--- config.mk ---
export PLATFORM = sky130hd
export DESIGN_NAME = ex_stage_ctrl
export DESIGN_NICKNAME = d
export VERILOG_FILES = /design/src/rtl/ex_ctrl_pkg.sv /design/src/rtl/ex_fwd_unit.sv /design/src/rtl/ex_stage_ctrl.sv
export SDC_FILE = /design/constraint.sdc
export NUM_CORES = 1
export LEC_CHECK = 0
export BUFFER_PORTS_ARGS = -buffer_cell sky130_fd_sc_hd__buf_2
export CAP_MARGIN = 20
export CORE_ASPECT_RATIO = 0.9
export CORE_UTILIZATION = 49
export DETAILED_ROUTE_END_ITERATION = 10
export HOLD_SLACK_MARGIN = 0.06
export PLACE_DENSITY = 0.78
export SLEW_MARGIN = 25
export SYNTH_ARGS = -nofsm -noshare
export SYNTH_HDL_FRONTEND = slang
export SYNTH_HIERARCHICAL = 1
export SYNTH_SLANG_ARGS = --single-unit
--- constraint.sdc ---
create_clock -name clk -period 2.9 [get_ports clk]
set_input_delay 0.145 -clock clk [delete_from_list [all_inputs] [get_ports clk]]
set_output_delay 0.145 -clock clk [all_outputs]
set_load 0.1 [all_outputs]
--- src/rtl/ex_ctrl_pkg.sv ---
// Shared types and helpers for the execute-stage pipeline controller.
package ex_ctrl_pkg;

    localparam int REG_W  = 4;
    localparam int FLAG_W = 3;
    localparam int CNT_W  = 16;

    // Flag bit positions inside the {zr,neg,ov} vector.
    localparam int FLAG_Z = 2;
    localparam int FLAG_N = 1;
    localparam int FLAG_V = 0;

    typedef enum logic [1:0] {
        RUN    = 2'b00,
        DRAIN  = 2'b01,
        HALTED = 2'b10
    } ctrl_state_e;

    typedef enum logic [2:0] {
        BC_NE = 3'b000,
        BC_EQ = 3'b001,
        BC_GT = 3'b010,
        BC_LT = 3'b011,
        BC_GE = 3'b100,
        BC_LE = 3'b101,
        BC_OV = 3'b110,
        BC_AL = 3'b111
    } bcond_e;

    typedef enum logic [1:0] {
        FWD_RF  = 2'b00,
        FWD_MEM = 2'b01,
        FWD_WB  = 2'b10
    } fwd_sel_e;

    // Evaluates a branch condition code against the architectural flags.
    function automatic logic branch_cond(input logic [2:0] code,
                                         input logic [FLAG_W-1:0] fl);
        logic z;
        logic n;
        logic v;
        logic res;
        z = fl[FLAG_Z];
        n = fl[FLAG_N];
        v = fl[FLAG_V];
        case (bcond_e'(code))
            BC_NE:   res = ~z;
            BC_EQ:   res = z;
            BC_GT:   res = ~z & ~n;
            BC_LT:   res = n;
            BC_GE:   res = z | ~n;
            BC_LE:   res = z | n;
            BC_OV:   res = v;
            BC_AL:   res = 1'b1;
            default: res = 1'b0;
        endcase
        return res;
    endfunction

endpackage

--- src/rtl/ex_fwd_unit.sv ---
// Combinational ALU operand forwarding selects for the instruction in EX.
module ex_fwd_unit
    import ex_ctrl_pkg::*;
(
    input  logic [REG_W-1:0] ex_rs_i,
    input  logic [REG_W-1:0] ex_rt_i,
    input  logic [REG_W-1:0] mem_rd_i,
    input  logic             mem_regwrite_i,
    input  logic [REG_W-1:0] wb_rd_i,
    input  logic             wb_regwrite_i,
    output fwd_sel_e         fwd_a_o,
    output fwd_sel_e         fwd_b_o
);

    logic mem_can_fwd;
    logic wb_can_fwd;

    // A stage only forwards if it really writes back and its target is not r0.
    always_comb begin
        mem_can_fwd = mem_regwrite_i && (mem_rd_i != '0);
        wb_can_fwd  = wb_regwrite_i  && (wb_rd_i  != '0);
    end

    // Operand A select; the younger EX/MEM result wins over MEM/WB.
    always_comb begin
        fwd_a_o = FWD_RF;
        if (mem_can_fwd && (mem_rd_i == ex_rs_i)) begin
            fwd_a_o = FWD_MEM;
        end else if (wb_can_fwd && (wb_rd_i == ex_rs_i)) begin
            fwd_a_o = FWD_WB;
        end
    end

    // Operand B select, same priority as operand A.
    always_comb begin
        fwd_b_o = FWD_RF;
        if (mem_can_fwd && (mem_rd_i == ex_rt_i)) begin
            fwd_b_o = FWD_MEM;
        end else if (wb_can_fwd && (wb_rd_i == ex_rt_i)) begin
            fwd_b_o = FWD_WB;
        end
    end

endmodule

--- src/rtl/ex_stage_ctrl.sv ---
// Execute-stage pipeline controller: flags, branch resolution, hazards,
// memory freeze and halt/drain sequencing.
module ex_stage_ctrl
    import ex_ctrl_pkg::*;
(
    input  logic              clk,
    input  logic              rst,
    input  logic [REG_W-1:0]  id_rs,
    input  logic [REG_W-1:0]  id_rt,
    input  logic              id_uses_rt,
    input  logic [REG_W-1:0]  ex_rs,
    input  logic [REG_W-1:0]  ex_rt,
    input  logic [REG_W-1:0]  ex_rd,
    input  logic              ex_memread,
    input  logic [2:0]        ex_bcond,
    input  logic              ex_branch,
    input  logic              ex_halt,
    input  logic [FLAG_W-1:0] ex_flags,
    input  logic [FLAG_W-1:0] ex_flag_we,
    input  logic [REG_W-1:0]  mem_rd,
    input  logic [REG_W-1:0]  wb_rd,
    input  logic              mem_regwrite,
    input  logic              wb_regwrite,
    input  logic              mem_req,
    input  logic              mem_ready,
    output logic [FLAG_W-1:0] flags,
    output logic [1:0]        fwd_a,
    output logic [1:0]        fwd_b,
    output logic              br_taken,
    output logic              pc_we,
    output logic              ifid_we,
    output logic              idex_we,
    output logic              exmem_we,
    output logic              memwb_we,
    output logic              ifid_flush,
    output logic              idex_flush,
    output logic              halted,
    output logic [CNT_W-1:0]  stall_cnt,
    output logic [CNT_W-1:0]  flush_cnt
);

    localparam logic [1:0] S_RUN    = RUN;
    localparam logic [1:0] S_DRAIN  = DRAIN;
    localparam logic [1:0] S_HALTED = HALTED;

    // The drain ends after the counter has seen this value.
    localparam logic [1:0] DRAIN_LAST = 2'd1;

    logic [1:0]        state_q, state_d;
    logic [1:0]        drain_cnt_q, drain_cnt_d;
    logic [FLAG_W-1:0] flags_q, flags_d;
    logic [CNT_W-1:0]  stall_cnt_q, stall_cnt_d;
    logic [CNT_W-1:0]  flush_cnt_q, flush_cnt_d;

    logic     freeze;
    logic     take;
    logic     load_use;
    logic     inc_stall;
    logic     inc_flush;
    fwd_sel_e fwd_a_raw;
    fwd_sel_e fwd_b_raw;

    ex_fwd_unit u_fwd (
        .ex_rs_i        (ex_rs),
        .ex_rt_i        (ex_rt),
        .mem_rd_i       (mem_rd),
        .mem_regwrite_i (mem_regwrite),
        .wb_rd_i        (wb_rd),
        .wb_regwrite_i  (wb_regwrite),
        .fwd_a_o        (fwd_a_raw),
        .fwd_b_o        (fwd_b_raw)
    );

    // Hazard detection: memory freeze, branch resolution and load-use.
    always_comb begin
        freeze   = mem_req & ~mem_ready;
        take     = ex_branch & branch_cond(ex_bcond, flags_q);
        load_use = ex_memread && (ex_rd != '0) &&
                   ((ex_rd == id_rs) || (id_uses_rt && (ex_rd == id_rt)));
    end

    // Per-cycle stage control, in priority order reset > freeze > halt > branch > load-use.
    always_comb begin
        pc_we      = 1'b0;
        ifid_we    = 1'b0;
        idex_we    = 1'b0;
        exmem_we   = 1'b0;
        memwb_we   = 1'b0;
        ifid_flush = 1'b0;
        idex_flush = 1'b0;
        br_taken   = 1'b0;
        inc_stall  = 1'b0;
        inc_flush  = 1'b0;
        if (!rst) begin
            ifid_flush = 1'b1;
            idex_flush = 1'b1;
        end else if (!freeze) begin
            case (state_q)
                S_HALTED: begin
                end
                S_DRAIN: begin
                    idex_we    = 1'b1;
                    exmem_we   = 1'b1;
                    memwb_we   = 1'b1;
                    idex_flush = 1'b1;
                end
                default: begin
                    if (ex_halt) begin
                        idex_we    = 1'b1;
                        exmem_we   = 1'b1;
                        memwb_we   = 1'b1;
                        idex_flush = 1'b1;
                    end else if (take) begin
                        pc_we      = 1'b1;
                        ifid_we    = 1'b1;
                        idex_we    = 1'b1;
                        exmem_we   = 1'b1;
                        memwb_we   = 1'b1;
                        ifid_flush = 1'b1;
                        idex_flush = 1'b1;
                        br_taken   = 1'b1;
                        inc_flush  = 1'b1;
                    end else if (load_use) begin
                        idex_we    = 1'b1;
                        exmem_we   = 1'b1;
                        memwb_we   = 1'b1;
                        idex_flush = 1'b1;
                        inc_stall  = 1'b1;
                    end else begin
                        pc_we      = 1'b1;
                        ifid_we    = 1'b1;
                        idex_we    = 1'b1;
                        exmem_we   = 1'b1;
                        memwb_we   = 1'b1;
                    end
                end
            endcase
        end
    end

    // Halt/drain sequencing; frozen cycles do not advance the drain.
    always_comb begin
        state_d     = state_q;
        drain_cnt_d = drain_cnt_q;
        if (!freeze) begin
            case (state_q)
                S_RUN: begin
                    if (ex_halt) begin
                        state_d     = S_DRAIN;
                        drain_cnt_d = 2'd0;
                    end
                end
                S_DRAIN: begin
                    drain_cnt_d = drain_cnt_q + 2'd1;
                    if (drain_cnt_q == DRAIN_LAST) begin
                        state_d = S_HALTED;
                    end
                end
                S_HALTED: begin
                end
                default: begin
                    state_d = S_RUN;
                end
            endcase
        end
    end

    // Flag register and saturating performance counters next values.
    always_comb begin
        for (int i = 0; i < FLAG_W; i++) begin
            flags_d[i] = (ex_flag_we[i] && !freeze) ? ex_flags[i] : flags_q[i];
        end
        stall_cnt_d = (inc_stall && (stall_cnt_q != '1)) ? stall_cnt_q + 16'd1 : stall_cnt_q;
        flush_cnt_d = (inc_flush && (flush_cnt_q != '1)) ? flush_cnt_q + 16'd1 : flush_cnt_q;
    end

    // State, flags and counters with synchronous active-low reset.
    always_ff @(posedge clk) begin
        if (!rst) begin
            state_q     <= S_RUN;
            drain_cnt_q <= 2'd0;
            flags_q     <= '0;
            stall_cnt_q <= '0;
            flush_cnt_q <= '0;
        end else begin
            state_q     <= state_d;
            drain_cnt_q <= drain_cnt_d;
            flags_q     <= flags_d;
            stall_cnt_q <= stall_cnt_d;
            flush_cnt_q <= flush_cnt_d;
        end
    end

    // Output drive; forwarding and halted are forced inactive during reset.
    always_comb begin
        flags     = flags_q;
        stall_cnt = stall_cnt_q;
        flush_cnt = flush_cnt_q;
        fwd_a     = rst ? fwd_a_raw : FWD_RF;
        fwd_b     = rst ? fwd_b_raw : FWD_RF;
        halted    = rst && (state_q == S_HALTED);
    end

endmodule

Word level (Yosys, flattened, before mapping)
Cells that the tools add are included.
{"block": "word_totals", "ff_bits": 39, "inputBits": 47, "output_inout_bits": 48, "elab_cells": 104}
{"block": "op_classes", "n_addsub": 3, "n_eq_ne": 20, "mux": 38, "bitwise_logic": 10, "reduce_logical": 26}
{"operator": "adder 16 x 1 -> 16 bit (second input constant)", "n": 2}
{"operator": "inequality test 16 bit (second input constant)", "n": 2}
{"operator": "2-to-1 mux 1 bit", "n": 25}
{"operator": "equality test 4 bit", "n": 6}
{"operator": "2-to-1 mux 2 bit", "n": 9}
{"operator": "logical AND 1 bit", "n": 15}
{"operator": "equality test 3 bit (second input constant)", "n": 4}
{"operator": "nonzero test 4 bit", "n": 3}
{"operator": "case mux 1 bit (8 select lines)", "n": 1}
{"operator": "equality test 3 x 2 -> 1 bit (second input constant)", "n": 2}
{"operator": "case mux 2 bit (3 select lines)", "n": 1}
{"operator": "NOT 1 bit", "n": 5}
{"operator": "equality test 2 x 1 -> 1 bit (second input constant)", "n": 2}
{"operator": "inequality test 2 bit (second input constant)", "n": 2}
{"operator": "case mux 2 bit (2 select lines)", "n": 1}
{"operator": "AND reduction 4 bit", "n": 1}
{"operator": "AND 1 bit", "n": 3}
{"operator": "equality test 3 x 1 -> 1 bit (second input constant)", "n": 1}
{"operator": "logical NOT 3 bit", "n": 1}
{"operator": "AND reduction 3 bit", "n": 1}
{"operator": "adder 2 x 1 -> 2 bit (second input constant)", "n": 1}
{"operator": "equality test 2 bit (second input constant)", "n": 1}
{"operator": "logical NOT 2 bit", "n": 1}
{"operator": "OR 1 bit", "n": 2}
{"operator": "other kinds (5)", "n": 5}

Logic depth before layout (Yosys ltp)
Gate-level depths: netlist of run 1.
{"block": "depth", "ltp_word": 11, "mapped_depth": 9, "depth_no_buf": 8}

By module
Netlist of run 1, hierarchy kept.
{"mod": "ex_stage_ctrl", "instances": 1, "cells_per_inst": 280, "area_each_um2": 2272.2, "seq_area_each_um2": 780.7}
{"mod": "ex_fwd_unit", "instances": 1, "cells_per_inst": 26, "area_each_um2": 215.2, "seq_area_each_um2": 0.0}

Worst setup path after synthesis of run 1
OpenSTA, ideal clock, no wires.
{"block": "synth_timing", "path_type": "flip-flop to output port", "startpoint": "register flags_q[2], in the netlist flags[2]", "endpoint": "output pc_we", "arrival_ps": 3893, "required_time_ps": 2755, "slack_ps": -1138, "stages_incl_launch_ff": 6, "n_path_buf": 1, "path_cell_list": "dfxtp_1 o21ai_0 a31oi_1 nor2_1 a21oi_1 buf_4"}
{"block": "synth_via", "elab_chain_len": 9, "word_cells_on_any_way": 11, "classes_between": "mux (6); bitwise (5)"}
{"item": "start: declaration", "line_no": "ex_stage_ctrl.sv:51", "rtl": "logic [FLAG_W-1:0] flags_q, flags_d;"}
{"item": "start signal: assignment", "line_no": "ex_stage_ctrl.sv:188", "rtl": "flags_q <= flags_d;"}
{"item": "NOT 1 bit", "line_no": "ex_ctrl_pkg.sv:47, ex_ctrl_pkg.sv:49"}
{"item": "AND 1 bit", "line_no": "ex_ctrl_pkg.sv:49", "rtl": "BC_GT: res = ~z & ~n;"}
{"item": "case mux 1 bit (8 select lines) (*)", "line_no": "ex_ctrl_pkg.sv:46", "rtl": "case (bcond_e'(code))"}
{"item": "AND 1 bit (*)", "line_no": "ex_stage_ctrl.sv:77", "rtl": "take = ex_branch & branch_cond(ex_bcond, flags_q);"}
{"item": "2-to-1 mux 1 bit (*) (5 in series)"}
{"item": "end: declaration", "line_no": "ex_stage_ctrl.sv:30", "rtl": "output logic pc_we,"}
Mark *: on every way between the ends. The rest lies on a longest branch, timed or not.

Worst setup path in the final report of run 1
{"block": "layout_timing", "startpoint": "register state_q[0]", "endpoint": "register flush_cnt_q[3], in the netlist flush_cnt[3]"}
{"block": "layout_via", "elab_chain_len": 6, "word_cells_on_any_way": 7, "classes_between": "eq/ne (2); mux (3); reduce/logical (2)"}
{"item": "start: declaration", "line_no": "ex_stage_ctrl.sv:49", "rtl": "logic [1:0] state_q, state_d;"}
{"item": "start signal: assignment", "line_no": "ex_stage_ctrl.sv:186", "rtl": "state_q <= state_d;"}
{"item": "equality test 2 bit or equality test 2 x 1 -> 1 bit (tied branches)", "line_no": "ex_stage_ctrl.sv:98", "rtl": "case (state_q)"}
{"item": "OR reduction 2 bit (no line) (*)"}
{"item": "2-to-1 mux 1 bit (*)", "line_no": "ex_stage_ctrl.sv:98"}
{"item": "2-to-1 mux 1 bit (*)", "line_no": "ex_stage_ctrl.sv:97", "rtl": "end else if (!freeze) begin"}
{"item": "2-to-1 mux 1 bit (*)", "line_no": "ex_stage_ctrl.sv:94", "rtl": "if (!rst) begin"}
{"item": "logical AND 1 bit (*)", "line_no": "ex_stage_ctrl.sv:174", "rtl": "flush_cnt_d = (inc_flush && (flush_cnt_q != '1)) ? flush_cnt_q + 16'd1 : flush_cnt_q;"}
{"item": "end signal: assignment", "line_no": "ex_stage_ctrl.sv:190", "rtl": "flush_cnt_q <= flush_cnt_d;"}
{"item": "end: declaration", "line_no": "ex_stage_ctrl.sv:53", "rtl": "logic [CNT_W-1:0] flush_cnt_q, flush_cnt_d;"}
Marks and branches as above.
A chain may end at the register's enable or synchronous reset.

==> metrics, run 1 <==
fmax 419 MHz; Ys Warns 6; largest area contributor in the netlist dfxtp_1; crit-path max FO 12; clk slew on worst S/H paths 0.07 ns; CTS tree built; Least-Margin Pin Slew 0.517 ns; Synth top area share 31.4%; Hold Path Depth 3; switching share of power 37.2%; Antenna Nets Post-Route 0; first-pass GRT wire length 10100 um; vias in the first global route 2235; Leak Pwr 1.38 nW; hpwl dp 4560 um; P&R area growth vs syn 25.5%; Placed Cells 457; port bufs 94; gr usage total 23.4%; die height 69.6 um; Detailed Route Iter0 Violations 144; Cells after Synth 306; Inserted Clock Buffers 5; RSZ-0062 raised after global routing no; net switching power 494 uW; post-synth net total 360; dpl cell area 3040 um2; I/O pin count 95; Max Buffers Root-to-Sink 2; Setup Skew 0.00303 ns; FF-to-FF setup slack 0.51 ns; Slew headroom 65.4%; synth top area cells dfxtp_1 31%, xor2_1 6.7%, xnor2_1 5.6%; commonest non-fill, non-tap cell in the layout buf_2; drt via density 5.44; first-pass iteration count of the detailed router 4; # hold bufs at CTS 0; sequential area share after synthesis 31.4%; Pwr Total 1.33 mW; PwrDens 426 nW/um2; crit end category register; WHS Endpoint flags[1]; capturing point of the worst reg2reg path flush_cnt[3]; sequential power share 42.1%; syn avg cell area 8.13 um2; setup TNS 0 ns; Root Driver clkbuf_8; cell area after layout 3120 um2; # nets final 453; CP Class register to register; Slew Limit Fails 0; Gate power share 30.8%; Critical Path Source Type register; final count of negative-setup-slack endpoints 0; Period minus WS final 2.39 ns; Fillers 429; Seq. cell area 781 um2; ant diodes 0; worst path arrival time 2.62 ns; initial core utilization 51.1%; status finished, final reports clean; core box area 4860 um2; insertion delay to the later sink of the worst-skew pair 0.30 ns; Data required, critical path 3.13 ns; DRC Markers 0; #FFs+latches synth 39; Final Cycle Share 82.3%; total grt overflow 0; clock power share 27.1%; CTS H-tree lvls 2; largest net degree at the start of global routing 29; initial antenna violation count 0; clk sinks 39; post-CTS sizing 0; gpl congestion 0.824; reg2reg path depth 9; Tightest Hold Check Type input port to register; Multi-input gate area 1630 um2; DR vias 2529; maximum VDD drop 0.000295 V; worst hold path startpoint ex_flags[1]; WL final 5930 um; Non-Filler Instances 465; Rows 24; Post-Syn Area 2490 um2; Worst R2R Start state_q[0]; Post-CTS Setup Inserts 0; most frequent cells in the layout 93 x buf_2, 39 x dfxtp_1, 34 x nor2_1; final hold vios 0; share of cells above drive strength 1 29.0%; die width 77.1 um; Die ar. 5370 um2; Power Internal 836 uW; WL/cell 12.8 um; post-synthesis cell type count 47; hold_ws 0.0910 ns; total of max-cap violations 0
synthesized netlist by cell type, drive strengths merged:
cell type	n
o41a	3
nor4	5
nand3	18
o41ai	2
nor2b	2
or2	2
nor3	4
and3	3
or3	4
buf	7
nor3b	1
nand4	17
o21bai	1
a311oi	1
a31o	1
a21oi	14
or4	3
ha	7
clkbuf	4
nand2b	6
a21boi	1
and4	3
mux2i	13
and2	8
xor2	19
nor2	34
o21a	3
xnor2	16
o31ai	4
nand2	32
o21ai	10
o211ai	3
a31oi	2
inv	10
a211oi	4
dfxtp	39
how the worst max path moves through the flow:
| stage | end | startpoint | slack [ns] | depth (start not counted) |
|---|---|---|---|---|
| after global routing | flush_cnt[3] | state_q[0] | 0.32 | 9 |
| after floorplan | pc_we | flags[2] | -0.13 | 5 |
| after CTS | flush_cnt[3] | state_q[0] | 0.53 | 9 |
| after global placement | flush_cnt[3] | state_q[0] | 0.61 | 9 |
| after detailed placement | flush_cnt[3] | state_q[0] | 0.56 | 9 |
| final | flush_cnt[3] | state_q[0] | 0.51 | 9 |
through the flow:
stage	worst slack [ns]	utilization, %
2_1_floorplan	-0.130	-
3_3_place_gp	0.610	62.5
3_5_place_dp	0.562	62.5
4_1_cts	0.529	64.1
5_1_grt	0.323	64.1
6_report	0.513	64.1
layout make-up:
class | instances | area share, %
Multi-Input combinational cell | 246 | 52.3
Sequential cell | 39 | 25.0
Timing Repair Buffer | 97 | 16.3
Tap cell | 65 | 2.61
Clock buffer | 7 | 2.45
Inverter | 10 | 1.20
Clock inverter | 1 | 0.160
registers in the layout, indices dropped and copies added (netlist names):
name	cells
stall_cnt	16
flags	3
state_q	2
flush_cnt	16
drain_cnt_q	2
worst max-delay path, cell delays in order, from the launching register on:
cell and delay [ns]:
dfxtp_1 0.36, inv_1 0.09, ha_1 0.31, nor2_1 0.21
nand3_1 0.18, a311oi_1 0.26, buf_4 0.24, o21a_1 0.26
and4_1 0.24, mux2i_1 0.18
layer usage:
layer  wire length (um)  vias up  GRT usage (%)
met1               2700     1155           30.6
li1                   -     1273              -
met2               2690       94           38.6
met4                 85        0           8.18
met5                  0        -              0
met3                460        7           4.34
cell families after synthesis:
family | after synthesis | share of synthesized area (%)
buffers and inverters | 21 | 3.77
DFF | 39 | 31.4
xor gates and xnor gates | 35 | 12.3
AOI/OAI and AO/OA | 49 | 13.7
muxes | 13 | 5.23
and+or+nand+nor | 142 | 30.1
adders and majority gates | 7 | 3.52
power groups by stage:
stage                     Clock, mW  Combinational (mW)  Sequential [mW]
after global routing          0.394               0.444            0.562
after floorplan                   0               0.297            0.593
after CTS                     0.369               0.411            0.559
final                         0.361               0.410            0.560
after global placement            0               0.403            0.571
after detailed placement          0               0.410            0.572
Note: power is estimated with default switching activity, not from simulation.
==> run 2, diff against run 1 <==
--- a/config.mk
+++ b/config.mk
@@ -5,13 +5,14 @@
 export SDC_FILE = /design/constraint.sdc
 export NUM_CORES = 1
 export LEC_CHECK = 0
+export ABC_AREA = 1
 export BUFFER_PORTS_ARGS = -buffer_cell sky130_fd_sc_hd__buf_2
 export CAP_MARGIN = 20
 export CORE_ASPECT_RATIO = 0.9
-export CORE_UTILIZATION = 49
+export CORE_UTILIZATION = 52
 export DETAILED_ROUTE_END_ITERATION = 10
 export HOLD_SLACK_MARGIN = 0.06
-export PLACE_DENSITY = 0.78
+export PLACE_DENSITY = 0.79
 export SLEW_MARGIN = 25
 export SYNTH_ARGS = -nofsm -noshare
 export SYNTH_HDL_FRONTEND = slang
==> constraint.sdc (replaced) <==
create_clock -name clk -period 2.4 [get_ports clk]
set_input_delay 0.12 -clock clk [delete_from_list [all_inputs] [get_ports clk]]
set_output_delay 0.12 -clock clk [all_outputs]
set_load 0.1 [all_outputs]
==> run 2 against run 1 <==
Critical path depth down 3. Critical path type is now register to primary output. Clock skew grew 0.0074 ns. Via count increased by 28%. Sequential power rose by 24%. Combinational power increased by 95%. Synthesized cell count grew 60%. Cell count grew 40%. Hold slack got worse by 0.012 ns. Sequential share of layout area decreased by 3.3 points. Non-clock buffer count is 1 lower. Flip-flop and latch count unchanged.
==> metrics, run 2 <==
WHS Endpoint flags[0]; Cells after Synth 491; final hold vios 0; # nets final 637; Non-Filler Instances 651; Synth top area share 26.5%; reg2reg path depth 8; insertion delay to the later sink of the worst-skew pair 0.29 ns; initial core utilization 55.1%; largest area contributor in the netlist dfxtp_1; Post-synth ARST share 0%; Post-synth top cells 139 x nand2_1, 94 x nor2_1, 62 x inv_1, 39 x dfxtp_1; DRC Markers 0; most frequent cells in the layout 139 x nand2_1, 94 x nor2_1, 92 x buf_2; first-pass GRT wire length 11900 um; PwrDens 575 nW/um2; port bufs 94; WL/cell 10.7 um; clk sinks 39; status finished, final reports clean; Worst R2R Start state_q[0]; crit-path max FO 4; count leader, synth nand2_1; Tightest Hold Check Type input port to register; gr usage total 25.1%; Top FF cell, synth dfxtp_1; RSZ-0062 raised after global routing no; Post-synth EDFFs 0; Pwr Total 2.08 mW; syn avg cell area 6.00 um2; P&R area growth vs syn 22.7%; Detailed Route Iter0 Violations 133; largest net degree at the start of global routing 36; I/O pin count 95; clk slew on worst S/H paths 0.08 ns; CTS tree built; Leak Pwr 1.90 nW; fmax 452 MHz; drt via density 4.98; Slew headroom 66.8%; ant diodes 0; Antenna Nets Post-Route 0; CP Class register to primary output; share of cells above drive strength 1 24.7%; Slew Limit Fails 0; Hold Path Depth 3; WL final 6960 um; final count of negative-setup-slack endpoints 0; worst path arrival time 2.09 ns; Max Buffers Root-to-Sink 2; post-synth net total 545; Setup Skew 0.0104 ns; Die ar. 5970 um2; total grt overflow 0; Final Cycle Share 92.1%; Fillers 540; commonest non-fill, non-tap cell in the layout nand2_1; first-pass iteration count of the detailed router 4; Post-Syn Area 2950 um2; maximum VDD drop 0.000421 V; sequential area share after synthesis 26.5%; #FFs+latches synth 39; gpl congestion 0.828; Placed Cells 643; CTS H-tree lvls 2; Period minus WS final 2.21 ns; Rows 25; Data required, critical path 2.28 ns; hpwl dp 5380 um; Least-Margin Pin Slew 0.502 ns; FF-to-FF setup slack 0.30 ns; # hold bufs at CTS 0; core box area 5350 um2; worst hold path startpoint ex_flags[0]; Ys Warns 6; DR vias 3244; CP Launch Point state_q[0]; Critical Path Source Type register; total of max-cap violations 0; setup TNS 0 ns; vias in the first global route 2943; die height 73.4 um; crit end category primary output; Root Driver clkbuf_8; post-synthesis cell type count 34; Inserted Clock Buffers 5; capturing point of the worst reg2reg path flush_cnt[5]; synth top area cells dfxtp_1 26%, nand2_1 18%, nor2_1 12%; initial antenna violation count 0; die width 81.4 um
[run 2: cell count changes in the layout (fill, tap and decap cells not counted), sizes merged, moves of 7 or more]
cell   delta
nand3    +12
nor2     +68
a21oi    +11
xor2     -11
xnor2    -12
and2      -8
nand2   +113
mux2i    -13
inv      +59
o21ai     +7
[run 2: worst max path at each step]
stage	end	slack, ns
global route	ifid_we	0.04
CTS	br_taken	0.13
global placement	flush_cnt[0]	0.39
floorplan	pc_we	0.02
finish	br_taken	0.19
detailed placement	flush_cnt[5]	0.31
[run 2: through the flow]
step           instance area (um2)  setup slack [ns]  utilization [%]  hold slack, ns
6_report                      3620             0.190             67.6          0.0792
5_1_grt                       3620            0.0440             67.6          0.0945
4_1_cts                       3610             0.133             67.5          0.0819
3_5_place_dp                  3490             0.311             65.3           0.395
3_3_place_gp                  3490             0.390             65.3           0.393
2_1_floorplan                 2970            0.0249                -           0.275
[run 2: logic make-up after synthesis]
family                     count (synthesis)  share of synthesized area (%)
xor gates and xnor gates                  12                           3.57
DFF                                       39                           26.5
adders and majority gates                  7                           2.97
buffers and inverters                     82                           11.8
AOI/OAI and AO/OA                         47                           8.53
and+or+nand+nor                          304                           46.6
[run 2: cell type report]
class	count	area, um2	area share (%)
clock buffers	6	82.6	2.28
clock inverters	2	35.0	0.969
inverters	71	270	7.47
multi-input cells	370	1840	50.9
flip-flops and latches	39	787	21.8
well taps	67	83.8	2.32
repair buffers	96	515	14.3
[run 2: timing repair]
action / CTS / global route
resized for setup: 0 / 1
buffers inserted: 0 / 0
endpoints found under the setup margin: 0 / 2
[run 2: layer usage]
metal  track usage (%)  part of all wire, %  vias to the layer above
met4              9.52                  1.3                        0
met5                 0                    0                        -
met2              45.2                   47                       84
met3              3.73                  4.5                        9
li1                  -                    -                     1716
met1              29.7                   47                     1435
[run 2: worst max-delay path, cell delays in order, from the launching register on]
cell and delay, ns:
dfxtp_1 0.34, inv_1 0.09, ha_1 0.32, nor2_1 0.26, nand3_4 0.19, nor2_4 0.15
buf_2 0.44
[run 2: where the power goes]
part	internal (mW)	total (mW)	switching [mW]
registers	0.676	0.695	0.0191
logic	0.210	0.801	0.591
clock network	0.337	0.582	0.245
total	1.22	2.08	0.855
